<file path="config.mk">
export PLATFORM = sky130hd
export DESIGN_NAME = uart_tx_scheduler_flat
export DESIGN_NICKNAME = d
export VERILOG_FILES = /design/src/rtl/uart_tx_scheduler_if.sv /design/src/rtl/uart_tx_scheduler.sv /design/src/flat_wrapper.sv
export SDC_FILE = /design/constraint.sdc
export NUM_CORES = 1
export LEC_CHECK = 0
export BUFFER_PORTS_ARGS = -buffer_cell sky130_fd_sc_hd__buf_4
export CAP_MARGIN = 40
export CORE_ASPECT_RATIO = 1.2
export CORE_MARGIN = 1
export CORE_UTILIZATION = 50
export CTS_CLUSTER_DIAMETER = 50
export DETAILED_ROUTE_END_ITERATION = 6
export GPL_TIMING_DRIVEN = 0
export PLACE_DENSITY = 0.81
export SYNTH_ARGS = -nofsm -noshare
export SYNTH_HDL_FRONTEND = slang
export SYNTH_SLANG_ARGS = --single-unit
export TNS_END_PERCENT = 100
</file>
<file path="constraint.sdc">
create_clock -name clk -period 6.28 [get_ports clk]
set_input_delay 0.314 -clock clk [delete_from_list [all_inputs] [get_ports clk]]
set_output_delay 0.314 -clock clk [all_outputs]
set_load 0.01 [all_outputs]
</file>
<file path="src/rtl/uart_tx_scheduler_if.sv">
// Requester-side handshake bundle for uart_tx_scheduler: one valid/ready pair
// and one byte lane per requester.
interface uart_tx_scheduler_if #(
  parameter int NUM_REQ = 4
);
  logic [NUM_REQ-1:0]   req_valid;
  logic [8*NUM_REQ-1:0] req_data;
  logic [NUM_REQ-1:0]   req_ready;

  modport master (
    output req_valid,
    output req_data,
    input  req_ready
  );

  modport slave (
    input  req_valid,
    input  req_data,
    output req_ready
  );
endinterface

</file>
<file path="src/rtl/uart_tx_scheduler.sv">
// Round-robin scheduler sharing one uart_tx among NUM_REQ byte producers.
// Frame and gap timing are derived from parameters because uart_tx has no busy flag.
module uart_tx_scheduler #(
  parameter int NUM_REQ      = 4,
  parameter int CLKS_PER_BIT = 434,
  parameter int FRAME_BITS   = 10,
  parameter int GAP_CYCLES   = 2,
  localparam int ID_W        = (NUM_REQ > 1) ? $clog2(NUM_REQ) : 1
) (
  input  logic              clk,
  input  logic              rst_n,
  uart_tx_scheduler_if.slave req_bus,
  output logic              tx_start,
  output logic [7:0]        tx_data,
  output logic              busy,
  output logic [ID_W-1:0]   grant_id,
  output logic              frame_done
);

  localparam int FRAME_CYCLES = CLKS_PER_BIT * FRAME_BITS;
  localparam int CNT_MAX      = (FRAME_CYCLES > GAP_CYCLES) ? FRAME_CYCLES : GAP_CYCLES;
  localparam int CNT_W        = $clog2(CNT_MAX + 1);
  localparam logic [CNT_W-1:0] FRAME_LOAD = CNT_W'(FRAME_CYCLES - 1);
  localparam logic [CNT_W-1:0] GAP_LOAD   = CNT_W'((GAP_CYCLES > 0) ? GAP_CYCLES - 1 : 0);

  typedef enum logic [1:0] {
    ST_IDLE,
    ST_START,
    ST_WAIT,
    ST_GAP
  } state_t;

  state_t            state_q, state_d;
  logic [CNT_W-1:0]  cnt_q, cnt_d;
  logic [ID_W-1:0]   ptr_q, ptr_d;
  logic [7:0]        tx_data_q, tx_data_d;
  logic [ID_W-1:0]   grant_id_q, grant_id_d;

  logic              win_found;
  logic [ID_W-1:0]   win_idx;
  logic [7:0]        win_byte;
  logic [NUM_REQ-1:0] ready_vec;
  logic              handshake;

  function automatic logic [ID_W-1:0] wrap_idx(input logic [ID_W-1:0] base, input int offset);
    int sum;
    sum = int'(base) + offset;
    if (sum >= NUM_REQ) begin
      sum = sum - NUM_REQ;
    end
    return ID_W'(sum);
  endfunction

  // Priority search starts at ptr so the last winner drops to lowest priority.
  always_comb begin
    win_found = 1'b0;
    win_idx   = '0;
    for (int i = 0; i < NUM_REQ; i++) begin
      if (!win_found && req_bus.req_valid[wrap_idx(ptr_q, i)]) begin
        win_found = 1'b1;
        win_idx   = wrap_idx(ptr_q, i);
      end
    end
  end

  always_comb begin
    ready_vec = '0;
    if (state_q == ST_IDLE && win_found) begin
      ready_vec[win_idx] = 1'b1;
    end
  end

  assign handshake        = (state_q == ST_IDLE) && win_found;
  assign win_byte         = req_bus.req_data[int'(win_idx) * 8 +: 8];
  assign req_bus.req_ready = ready_vec;

  always_comb begin
    state_d    = state_q;
    cnt_d      = cnt_q;
    ptr_d      = ptr_q;
    tx_data_d  = tx_data_q;
    grant_id_d = grant_id_q;
    tx_start   = 1'b0;
    frame_done = 1'b0;

    unique case (state_q)
      ST_IDLE: begin
        if (handshake) begin
          tx_data_d  = win_byte;
          grant_id_d = win_idx;
          ptr_d      = wrap_idx(win_idx, 1);
          state_d    = ST_START;
        end
      end

      ST_START: begin
        tx_start = 1'b1;
        cnt_d    = FRAME_LOAD;
        state_d  = ST_WAIT;
      end

      // The counter reaches zero on the last cycle of frame time.
      ST_WAIT: begin
        if (cnt_q == '0) begin
          frame_done = 1'b1;
          if (GAP_CYCLES > 0) begin
            cnt_d   = GAP_LOAD;
            state_d = ST_GAP;
          end else begin
            state_d = ST_IDLE;
          end
        end else begin
          cnt_d = cnt_q - 1'b1;
        end
      end

      ST_GAP: begin
        if (cnt_q == '0) begin
          state_d = ST_IDLE;
        end else begin
          cnt_d = cnt_q - 1'b1;
        end
      end

      default: begin
        state_d = ST_IDLE;
      end
    endcase
  end

  always_ff @(posedge clk or negedge rst_n) begin
    if (!rst_n) begin
      state_q    <= ST_IDLE;
      cnt_q      <= '0;
      ptr_q      <= '0;
      tx_data_q  <= '0;
      grant_id_q <= '0;
    end else begin
      state_q    <= state_d;
      cnt_q      <= cnt_d;
      ptr_q      <= ptr_d;
      tx_data_q  <= tx_data_d;
      grant_id_q <= grant_id_d;
    end
  end

  assign tx_data  = tx_data_q;
  assign grant_id = grant_id_q;
  assign busy     = (state_q != ST_IDLE);

  // Structural invariants of the pacing sequence.
  a_start_done_exclusive : assert property (
    @(posedge clk) disable iff (!rst_n) !(tx_start && frame_done));

  a_start_only_in_start : assert property (
    @(posedge clk) disable iff (!rst_n) tx_start |-> (state_q == ST_START));

  a_ready_onehot : assert property (
    @(posedge clk) disable iff (!rst_n) $onehot0(ready_vec));

endmodule

</file>
<file path="src/flat_wrapper.sv">
// flat-port wrapper written by rule: the top's interface ports become plain ports
module uart_tx_scheduler_flat 
#(
  parameter int NUM_REQ      = 4,
  parameter int CLKS_PER_BIT = 434,
  parameter int FRAME_BITS   = 10,
  parameter int GAP_CYCLES   = 2,
  localparam int ID_W        = (NUM_REQ > 1) ? $clog2(NUM_REQ) : 1
)
  (clk, rst_n, tx_start, tx_data, busy, grant_id, frame_done, req_bus_req_valid, req_bus_req_data, req_bus_req_ready);
  uart_tx_scheduler_if #(.NUM_REQ(NUM_REQ)) req_bus_i ();
  input  logic clk;
  input  logic rst_n;
  output logic tx_start;
  output logic [7:0] tx_data;
  output logic busy;
  output logic [ID_W-1:0] grant_id;
  output logic frame_done;
  input wire logic [$bits(req_bus_i.req_valid)-1:0] req_bus_req_valid;
  input wire logic [$bits(req_bus_i.req_data)-1:0] req_bus_req_data;
  output wire logic [$bits(req_bus_i.req_ready)-1:0] req_bus_req_ready;
  assign req_bus_i.req_valid = req_bus_req_valid;
  assign req_bus_i.req_data = req_bus_req_data;
  assign req_bus_req_ready = req_bus_i.req_ready;
  uart_tx_scheduler #(.NUM_REQ(NUM_REQ), .CLKS_PER_BIT(CLKS_PER_BIT), .FRAME_BITS(FRAME_BITS), .GAP_CYCLES(GAP_CYCLES)) u_core (.clk(clk), .rst_n(rst_n), .req_bus(req_bus_i), .tx_start(tx_start), .tx_data(tx_data), .busy(busy), .grant_id(grant_id), .frame_done(frame_done));
endmodule
</file>
==> out/metrics.csv, run 1 <==
stage,metric,value,unit
route,Vias/cell,5.92,
finish,most frequent cells in the layout,"54 x buf_4, 27 x dfrtp_1, 22 x nand2_1",
clock_network,clk root buf,clkbuf_8,
grt,vias in the first global route,1757,
route,DR pass1 iterations,6,
critical_path,crit path DAT,2.44,ns
clock_network,Hold Buf Count CTS,1,
timing,Final WS setup,3.52,ns
timing,pins over their slew limit,0,
timing,Worst-Margin Slew,0.691,ns
grt,Total GRT Usage,25.4,%
grt,first-pass GRT wire length,7.67,mm
clock_network,H-tree depth,1,
finish,"commonest non-fill, non-tap cell in the layout",buf_4,
timing,post-route setup TNS,0,ns
power,Max VDD drop,102,uV
power,Pleak,0.00113,uW
finish,P&R area growth vs syn,27.7,%
run_status,violated checks,design-rule violations,
clock_network,Clock Latency Late Sink,0.28,ns
critical_path,Critical Path RT,5.97,ns
power,pwr dens,151,nW/um2
clock_network,setup bufs post-CTS,0,
timing,fin crit period,2.76,ns
finish,share of cells above drive strength 1,24.4,%
logic_synthesis,Synth Cell Area,1840,um2
hold_path,HP Class,input port to flip-flop,
logic_synthesis,synthesis-stage register bit count,27,
logic_synthesis,syn avg cell area,8.91,um2
clock_network,CTS tree,built,
floorplanning,Die Footprint,3940,um2
clock_network,CTS sink cnt,27,
logic_synthesis,synth unique cells,39,
route,Routed WL per cell,14.9,um
floorplanning,Top Ports,55,
floorplanning,Die W,57.4,um
route,ANT nets after route,0,
logic_synthesis,post-synthesis sequential area ratio,36.6,%
place,pre-CTS worst setup slack,3.83,ns
floorplanning,Die H,68.5,um
timing,crit share post-route,43.9,%
timing,RSZ-0062 raised after global routing,false,
clock_network,worst-case clock buffer depth,2,
finish,design area,2350,um2
critical_path,FF-to-FF setup slack,3.91,ns
flow_run,total of max-cap violations,0,
route,DR vias,1793,
critical_path,CP Capture Type,output port,
clock_network,CTS buffer count,3,
critical_path,slowest CP cell,dfrtp_1,
critical_path,CP Class,flip-flop to output port,
finish,ant diodes,0,
critical_path,CP startpoint kind,flip-flop,
route,Iteration-0 DRC Markers,67,
place,area of placed instances,2300,um2
route,DRC viols,1,
grt,grt ovf,0,
grt,largest net degree at the start of global routing,28,
timing,Slew Limit Headroom,53.7,%
critical_path,worst-path maximum fanout,10,
run_status,outcome,"finished, violations left",
place,HPWL after detailed placement,3.44,mm
floorplanning,core area,3420,um2
critical_path,Crit path largest cell delay,0.43,ns
logic_synthesis,Post-Syn Instances,207,
timing,final hold violations,0,
finish,Final nets,316,
route,final WL,4.51,mm
timing,final setup vio count,0,
critical_path,CP Cell Sequence,inv_1 > ha_1 > nor4b_1 > and4_1 > clkbuf_1 > clkbuf_1 > and2_1 > buf_4,
floorplanning,Starting Density,53.9,%
timing,Post-Route Skew,0.00484,ns
clock_network,"Reg clk slew, reported paths",0.09,ns
timing,fmax,363,MHz
place,Final Wtd Congestion,0.901,
place,port bufs,54,
critical_path,CP most frequent cell,clkbuf_1,
logic_synthesis,post-synth net total,256,
clock_network,post-cts resize count,0,
grt,initial antenna violation count,0,
floorplanning,num rows,23,
logic_synthesis,warnings from Yosys,0,
power,Design Power,357,uW
-- worst max-delay path, delay by kind of cell (launching register included) --
kind | cells | cell delay [ns]
simple gates | 3 | 0.76
fa+ha+maj | 1 | 0.14
flops | 1 | 0.43
buf+inv | 4 | 0.84
-- layout make-up --
class                           instances  area (um2)
Buffer                                  9        36.3
Fill cell                             275        1070
Timing Repair Buffer                   55         415
Multi-Input combinational cell        163        1100
Clock inverter                          1        7.51
Inverter                                8        30.0
Tap cell                               37        46.3
Clock buffer                            3        41.3
Sequential cell                        27         676
-- power breakdown --
group | leakage, uW | internal, uW | switching (uW)
clock | 0.0000217 | 45.2 | 57.8
sequential | 0.000327 | 180 | 4.49
combinational | 0.000783 | 36.6 | 32.6
-- cells in the mapped netlist --
cell type | count | area share (%)
nor4b_1 | 2 | 0.95
a21oi_1 | 8 | 2.2
and4_1 | 1 | 0.47
a22o_1 | 1 | 0.47
o21a_1 | 1 | 0.41
or4_1 | 2 | 0.81
a211oi_1 | 5 | 2.0
inv_2 | 1 | 0.20
o21ai_0 | 14 | 3.8
ha_1 | 11 | 7.5
or4b_4 | 1 | 0.75
a2bb2oi_1 | 2 | 0.95
mux2_2 | 1 | 0.61
nor4_1 | 2 | 0.68
xnor2_1 | 4 | 1.9
and3_1 | 8 | 2.7
and2_1 | 6 | 2.0
o311ai_0 | 7 | 3.3
nand4_1 | 2 | 0.68
a2111oi_2 | 1 | 0.81
nor3_1 | 5 | 1.4
clkbuf_1 | 7 | 1.4
or3_1 | 3 | 1.0
nand3_1 | 2 | 0.54
o311ai_1 | 2 | 0.95
o31ai_1 | 1 | 0.41
nor2_1 | 16 | 3.3
nand2_1 | 22 | 4.5
a21o_1 | 3 | 1.2
nand2b_1 | 4 | 1.4
o22ai_1 | 2 | 0.68
nor3b_1 | 2 | 0.81
inv_1 | 7 | 1.4
clkbuf_2 | 2 | 0.54
a21boi_0 | 8 | 3.3
or3_4 | 1 | 0.61
dfrtp_1 | 27 | 37
mux2i_1 | 11 | 6.0
o211ai_1 | 2 | 0.81
-- flip-flops by register name, summed over array words and instances (netlist names) --
signal,count
u_core.tx_data,8
u_core.cnt_q,13
u_core.state_q,2
u_core.ptr_q,2
u_core.grant_id,2
-- layer usage --
layer	share of wire, %	vias to the layer above	track usage, %
li1	-	877	-
met4	1.9	0	9.76
met2	50	69	47.5
met3	6.4	10	4.66
met1	42	837	28.6
met5	0	-	0
-- stage by stage --
stage	utilization, %	std cells	hold WS [ns]
floorplan	-	207	0.0184
finish	68.8	303	0.407
detailed placement	67.0	298	0.252
global placement	67.0	298	0.247
CTS	68.8	303	0.405
global route	68.8	303	0.422
-- kinds of logic (layout without fill, tap and decap cells) --
| kind of cell | after synthesis | count (layout) | synth area share [%] |
|---|---|---|---|
| AO/OA/AOI/OAI | 57 | 57 | 21.3 |
| AND/OR/NAND/NOR | 79 | 79 | 22.5 |
| flip-flops | 27 | 27 | 36.6 |
| adder cells (fa/ha/maj) | 11 | 11 | 7.46 |
| buffers and inverters | 17 | 76 | 3.60 |
| multiplexers | 12 | 12 | 6.58 |
| XOR/XNOR | 4 | 4 | 1.90 |
-- worst paths after layout --
| kind | startpoint | to | depth (start not counted) |
|---|---|---|---|
| max | u_core.cnt_q[0] | frame_done | 8 |
| min | req_bus_req_data[14] | u_core.tx_data[6] | 3 |
| max reg2reg | u_core.cnt_q[0] | u_core.cnt_q[8] | 9 |
| min reg2reg | u_core.grant_id[0] | u_core.grant_id[0] | 2 |
| max in group asynchronous | rst_n | u_core.ptr_q[1] | 2 |
| min in group asynchronous | rst_n | u_core.cnt_q[3] | 2 |
Power figures use the tool's default switching activity.
==> run 2: changes to the inputs <==
==> constraint.sdc (replaced) <==
create_clock -name clk -period 2.6 [get_ports clk]
set_input_delay 0.13 -clock clk [delete_from_list [all_inputs] [get_ports clk]]
set_output_delay 0.13 -clock clk [all_outputs]
set_load 0.01 [all_outputs]
==> run 2 against run 1 <==
- the run still ends with design-rule violations left
- die area did not move
- global-route usage stayed put
- sequential power is 140% higher
- core utilization is 0.22 points higher
- setup slack got worse by 3.4 ns
- register-to-register slack worse by 3.6 ns
- cell count unchanged
- via count unchanged
- wire length rose by 0.18%
- design area rose by 0.32%
- worst hold slack worse by 0.18 ns
- critical path type unchanged
- highest routed layer unchanged
==> out/metrics.csv, run 2 (synthesized netlist as in run 1, its figures left out) <==
stage,metric,value,unit
power,pwr dens,364,nW/um2
finish,share of cells above drive strength 1,25.2,%
place,port bufs,54,
power,total net switching power,229,uW
critical_path,crit path DAT,2.34,ns
critical_path,slowest CP cell,a2bb2oi_1,
power,P_int,632,uW
power,Reg power frac,51.8,%
clock_network,CTS tree,built,
floorplanning,Top Ports,55,
grt,first-pass GRT wire length,7.67,mm
clock_network,CTS sink cnt,27,
timing,Slew Limit Headroom,53.6,%
finish,ant diodes,0,
route,Vias/cell,5.92,
timing,RSZ-0062 raised after global routing,false,
finish,"commonest non-fill, non-tap cell in the layout",buf_4,
place,pre-CTS worst setup slack,0.233,ns
place,Final Wtd Congestion,0.901,
power,Max VDD drop,246,uV
hold_path,min-delay src,req_bus_req_data[14],
power,Pleak,0.00114,uW
route,Iteration-0 DRC Markers,65,
route,final WL,4.52,mm
floorplanning,Starting Density,53.9,%
clock_network,H-tree depth,1,
place,HPWL after detailed placement,3.44,mm
grt,grt ovf,0,
critical_path,CP startpoint kind,flip-flop,
run_status,outcome,"finished, violations left",
critical_path,r2r startpoint,u_core.cnt_q[0],
timing,final setup vio count,0,
hold_path,HP Class,input port to flip-flop,
route,Routed WL per cell,14.9,um
clock_network,clk root buf,clkbuf_8,
timing,post-route setup TNS,0,ns
clock_network,"Reg clk slew, reported paths",0.09,ns
critical_path,worst-path maximum fanout,11,
critical_path,CP top delay family,compound AO/OA/AOI/OAI gates,
clock_network,CTS buffer count,3,
grt,initial antenna violation count,0,
critical_path,CP Capture Type,output port,
route,ANT nets after route,0,
floorplanning,Die W,57.4,um
run_status,violated checks,design-rule violations,
finish,Final nets,316,
power,switching part of the total,26.6,%
floorplanning,Die Footprint,3940,um2
critical_path,Critical path buffers and inverters,2,
timing,crit share post-route,95.0,%
route,DR pass1 iterations,6,
power,Design Power,861,uW
finish,Top reg by flops,u_core.cnt_q,
floorplanning,num rows,23,
grt,largest net degree at the start of global routing,28,
finish,design area,2360,um2
grt,vias in the first global route,1757,
critical_path,CP most frequent cell,and2_1,
critical_path,CP Class,flip-flop to output port,
finish,max reg flops,13,
timing,final hold violations,0,
timing,Worst-Margin Slew,0.693,ns
power,combinational share of power,19.4,%
critical_path,worst setup path start,u_core.ptr_q[1],
flow_run,total of max-cap violations,0,
grt,Total GRT Usage,25.4,%
timing,fmax,405,MHz
finish,fillcell total,274,
timing,pins over their slew limit,0,
critical_path,Critical Path RT,2.47,ns
finish,P&R area growth vs syn,28.1,%
route,DRC viols,1,
clock_network,worst-case clock buffer depth,2,
floorplanning,Die H,68.5,um
timing,Post-Route Skew,0.00532,ns
route,DR vias,1793,
clock_network,Clock Latency Late Sink,0.28,ns
place,area of placed instances,2300,um2
finish,most frequent cells in the layout,"54 x buf_4, 27 x dfrtp_1, 22 x nand2_1",
timing,Final WS setup,0.130,ns
critical_path,CP Cell Sequence,mux2i_1 > a2bb2oi_1 > and2_1 > inv_2 > ha_1 > and2_1 > buf_4,
floorplanning,core area,3420,um2
timing,fin crit period,2.47,ns
critical_path,Crit path largest cell delay,0.47,ns
power,clock power share,28.9,%
run 2: cell types whose count changed in the layout (fill, tap and decap cells not counted):
cell      delta
clkbuf_1     -1
nor4b_2      +1
nor4b_1      -1
clkbuf_2     +1
run 2: worst paths after layout:
path                                   endpoint  slack (ns)  cells after the start
max                        req_bus_req_ready[0]        0.13                      7
max reg2reg                    u_core.cnt_q[11]        0.33                      8
min in group asynchronous       u_core.cnt_q[3]        0.29                      2
max in group asynchronous       u_core.ptr_q[1]        2.05                      2
min reg2reg                  u_core.grant_id[0]        0.49                      2
min                           u_core.tx_data[6]        0.22                      3
run 2: repair_timing:
item / in CTS / in global routing
hold buffers: 1 / 0
setup endpoints to repair: 0 / 3
buffers inserted: 0 / 0
hold endpoints to repair: 27 / 0
gates resized for setup: 0 / 3
run 2: layout make-up:
type,instances,area [um2],share of cell area [%]
Multi-Input combinational cell,163,1110,46.9
Sequential cell,27,676,28.6
Inverter,8,30.0,1.27
Clock buffer,3,41.3,1.75
Timing Repair Buffer,55,415,17.6
Clock inverter,1,7.51,0.318
Buffer,9,37.5,1.59
Tap cell,37,46.3,1.96
run 2: routing by layer:
layer	up-vias	GRT usage (%)	wire length, um
li1	878	-	-
met1	836	28.6	1880
met2	71	47.5	2270
met3	8	4.66	297
met4	0	9.76	68
met5	-	0	0
run 2: power groups by stage:
stage / sequential [uW] / clock (uW) / combinational (uW)
floorplan: 459 / 0 / 68.9
global placement: 453 / 0 / 164
detailed placement: 454 / 0 / 166
CTS: 446 / 255 / 168
global route: 448 / 269 / 185
finish: 446 / 249 / 167
run 2: worst register-to-register path, delay by kind of cell (launching register included):
kind	cells	cell delay, ns
AO/OA/AOI/OAI	2	0.46
AND/OR/NAND/NOR	3	0.89
flip-flops	1	0.42
buffers and inverters	2	0.25
adder cells (fa/ha/maj)	1	0.19
run 2: per-stage QoR:
step                      utilization, %  hold WS, ns  instances
after floorplan                        -       -0.166        207
after global placement              67.0       0.0629        298
after detailed placement            67.0       0.0675        298
after CTS                           68.8        0.221        303
after global routing                69.0        0.238        303
final                               69.0        0.224        303
==> run 3: changes to the inputs <==
--- a/config.mk
+++ b/config.mk
@@ -8,7 +8,7 @@
 export BUFFER_PORTS_ARGS = -buffer_cell sky130_fd_sc_hd__buf_4
 export CAP_MARGIN = 40
 export CORE_ASPECT_RATIO = 1.2
-export CORE_MARGIN = 1
+export CORE_MARGIN = 3
 export CORE_UTILIZATION = 50
 export CTS_CLUSTER_DIAMETER = 50
 export DETAILED_ROUTE_END_ITERATION = 6
==> run 3 against run 2 <==
- the run now ends clean
- setup slack better by 0.069 ns
- power is 1.7% lower
- global-route usage is 3.2 points lower
- via count is 2.1% lower
- die area is 13% higher
- wire length is 1.0% higher
- first-iteration DRC count is 46% higher
- clock-buffer cell count is 1 higher
- critical path type unchanged
- combinational power hardly changed
- core utilization is 0.72 points lower
- largest cell class unchanged
==> out/metrics.csv, run 3 (synthesized netlist as in run 1, its figures left out) <==
stage,metric,value,unit
run_status,outcome,"complete, no violations",
floorplanning,Die Footprint,4460,um2
timing,fmax,417,MHz
timing,pins over their slew limit,0,
finish,max reg flops,13,
route,Iteration-0 DRC Markers,95,
place,Final Wtd Congestion,0.890,
floorplanning,num rows,23,
clock_network,"Reg clk slew, reported paths",0.09,ns
finish,P&R area growth vs syn,27.8,%
floorplanning,Starting Density,53.4,%
critical_path,slowest CP cell,dfrtp_1,
grt,initial antenna violation count,0,
grt,vias in the first global route,1703,
timing,Worst-Margin Slew,0.722,ns
place,area of placed instances,2300,um2
critical_path,Critical path buffers and inverters,2,
critical_path,CP Class,flip-flop to output port,
power,Max VDD drop,203,uV
critical_path,CP Cell Sequence,mux2i_1 > a2bb2oi_1 > and2_1 > inv_2 > ha_1 > and2_1 > buf_4,
grt,first-pass GRT wire length,7.65,mm
clock_network,clk root buf,clkbuf_8,
clock_network,H-tree depth,1,
floorplanning,core area,3450,um2
place,HPWL after detailed placement,3.63,mm
finish,ant diodes,0,
clock_network,setup bufs post-CTS,0,
timing,final hold violations,0,
finish,fillcell total,289,
clock_network,CTS tree,built,
critical_path,CP Capture Type,output port,
flow_run,total of max-cap violations,0,
timing,worst hold margin,0.217,ns
floorplanning,Die W,61.4,um
grt,grt ovf,0,
route,final WL,4.57,mm
finish,design area,2360,um2
critical_path,CP top delay family,flip-flops,
critical_path,Critical Path RT,2.47,ns
critical_path,CP most frequent cell,and2_1,
timing,RSZ-0062 raised after global routing,false,
finish,most frequent cells in the layout,"54 x buf_4, 27 x dfrtp_1, 22 x nand2_1",
route,DR vias,1755,
clock_network,worst-case clock buffer depth,2,
finish,Top reg by flops,u_core.cnt_q,
floorplanning,Top Ports,55,
timing,fin crit period,2.40,ns
grt,Total GRT Usage,22.2,%
clock_network,CTS buffer count,3,
critical_path,worst-path maximum fanout,11,
power,Pleak,0.00114,uW
timing,post-route setup TNS,0,ns
timing,Post-Route Skew,0.00601,ns
place,Placed Cells,298,
route,Routed WL per cell,15.1,um
place,port bufs,54,
timing,crit share post-route,92.3,%
finish,share of cells above drive strength 1,24.8,%
timing,final setup vio count,0,
grt,largest net degree at the start of global routing,28,
route,Vias/cell,5.79,
clock_network,Clock Latency Late Sink,0.27,ns
finish,non-filler instance count after layout,303,
hold_path,HP Class,input port to flip-flop,
timing,Final WS setup,0.199,ns
route,DR pass1 iterations,4,
finish,Final nets,316,
critical_path,Crit path largest cell delay,0.45,ns
route,ANT nets after route,0,
critical_path,CP startpoint kind,flip-flop,
finish,"commonest non-fill, non-tap cell in the layout",buf_4,
clock_network,CTS sink cnt,27,
critical_path,crit path DAT,2.27,ns
place,pre-CTS worst setup slack,0.181,ns
floorplanning,Die H,72.5,um
timing,Slew Limit Headroom,51.4,%
route,DRC viols,0,
power,pwr dens,359,nW/um2
run 3: cell count changes in the layout (fill, tap and decap cells not counted):
cell,delta
clkbuf_1,+1
clkinvlp_4,-1
nor3_1,-1
nor3_2,+1
nor4b_1,+1
nor4b_2,-1
run 3: per-stage QoR:
stage,utilization [%],total power [uW]
detailed placement,66.5,619
floorplan,-,528
global placement,66.5,616
finish,68.3,847
CTS,68.1,856
global route,68.3,894
run 3: where the power goes:
| group | total, uW | switching (uW) | internal (uW) |
|---|---|---|---|
| clock network | 236 | 127 | 109 |
| registers | 445 | 10.6 | 435 |
| logic | 165 | 76.6 | 88.4 |
| total | 847 | 214 | 633 |
run 3: what timing repair did:
action,4_1_cts,5_1_grt
resized for setup,0,3
hold buffers,1,0
hold endpoints to repair,27,0
endpoints found under the setup margin,0,4
run 3: area by class of cell:
cell class | instances | area [um2] | area share (%)
clock buffers | 4 | 45.0 | 1.91
well taps | 37 | 46.3 | 1.96
flip-flops and latches | 27 | 676 | 28.7
multi-input cells | 163 | 1110 | 47.0
inverters | 8 | 30.0 | 1.27
plain buffers | 9 | 37.5 | 1.59
repair buffers | 55 | 415 | 17.6
run 3: final timing paths:
kind                                            from              endpoint  slack [ns]  depth (start not counted)
worst max-delay path                 u_core.ptr_q[1]  req_bus_req_ready[2]        0.20                          7
worst min-delay path            req_bus_req_data[14]     u_core.tx_data[6]        0.22                          3
worst max register to register       u_core.cnt_q[0]      u_core.cnt_q[11]        0.37                          8
worst min register to register     u_core.tx_data[6]     u_core.tx_data[6]        0.49                          2
max in group asynchronous                      rst_n      u_core.cnt_q[10]        2.04                          2
min in group asynchronous                      rst_n       u_core.cnt_q[7]        0.30                          2
run 3: worst min-delay path, cell delays in order:
cell and delay, ns:
buf_4 0.11, mux2i_1 0.12, o311ai_1 0.09
run 3: per-layer routing:
metal  share of wire [%]  global-route usage [%]
met3                 6.4                    4.09
met5                   0                       0
met4                0.61                    3.77
met2                  50                    38.5
met1                  42                    28.7
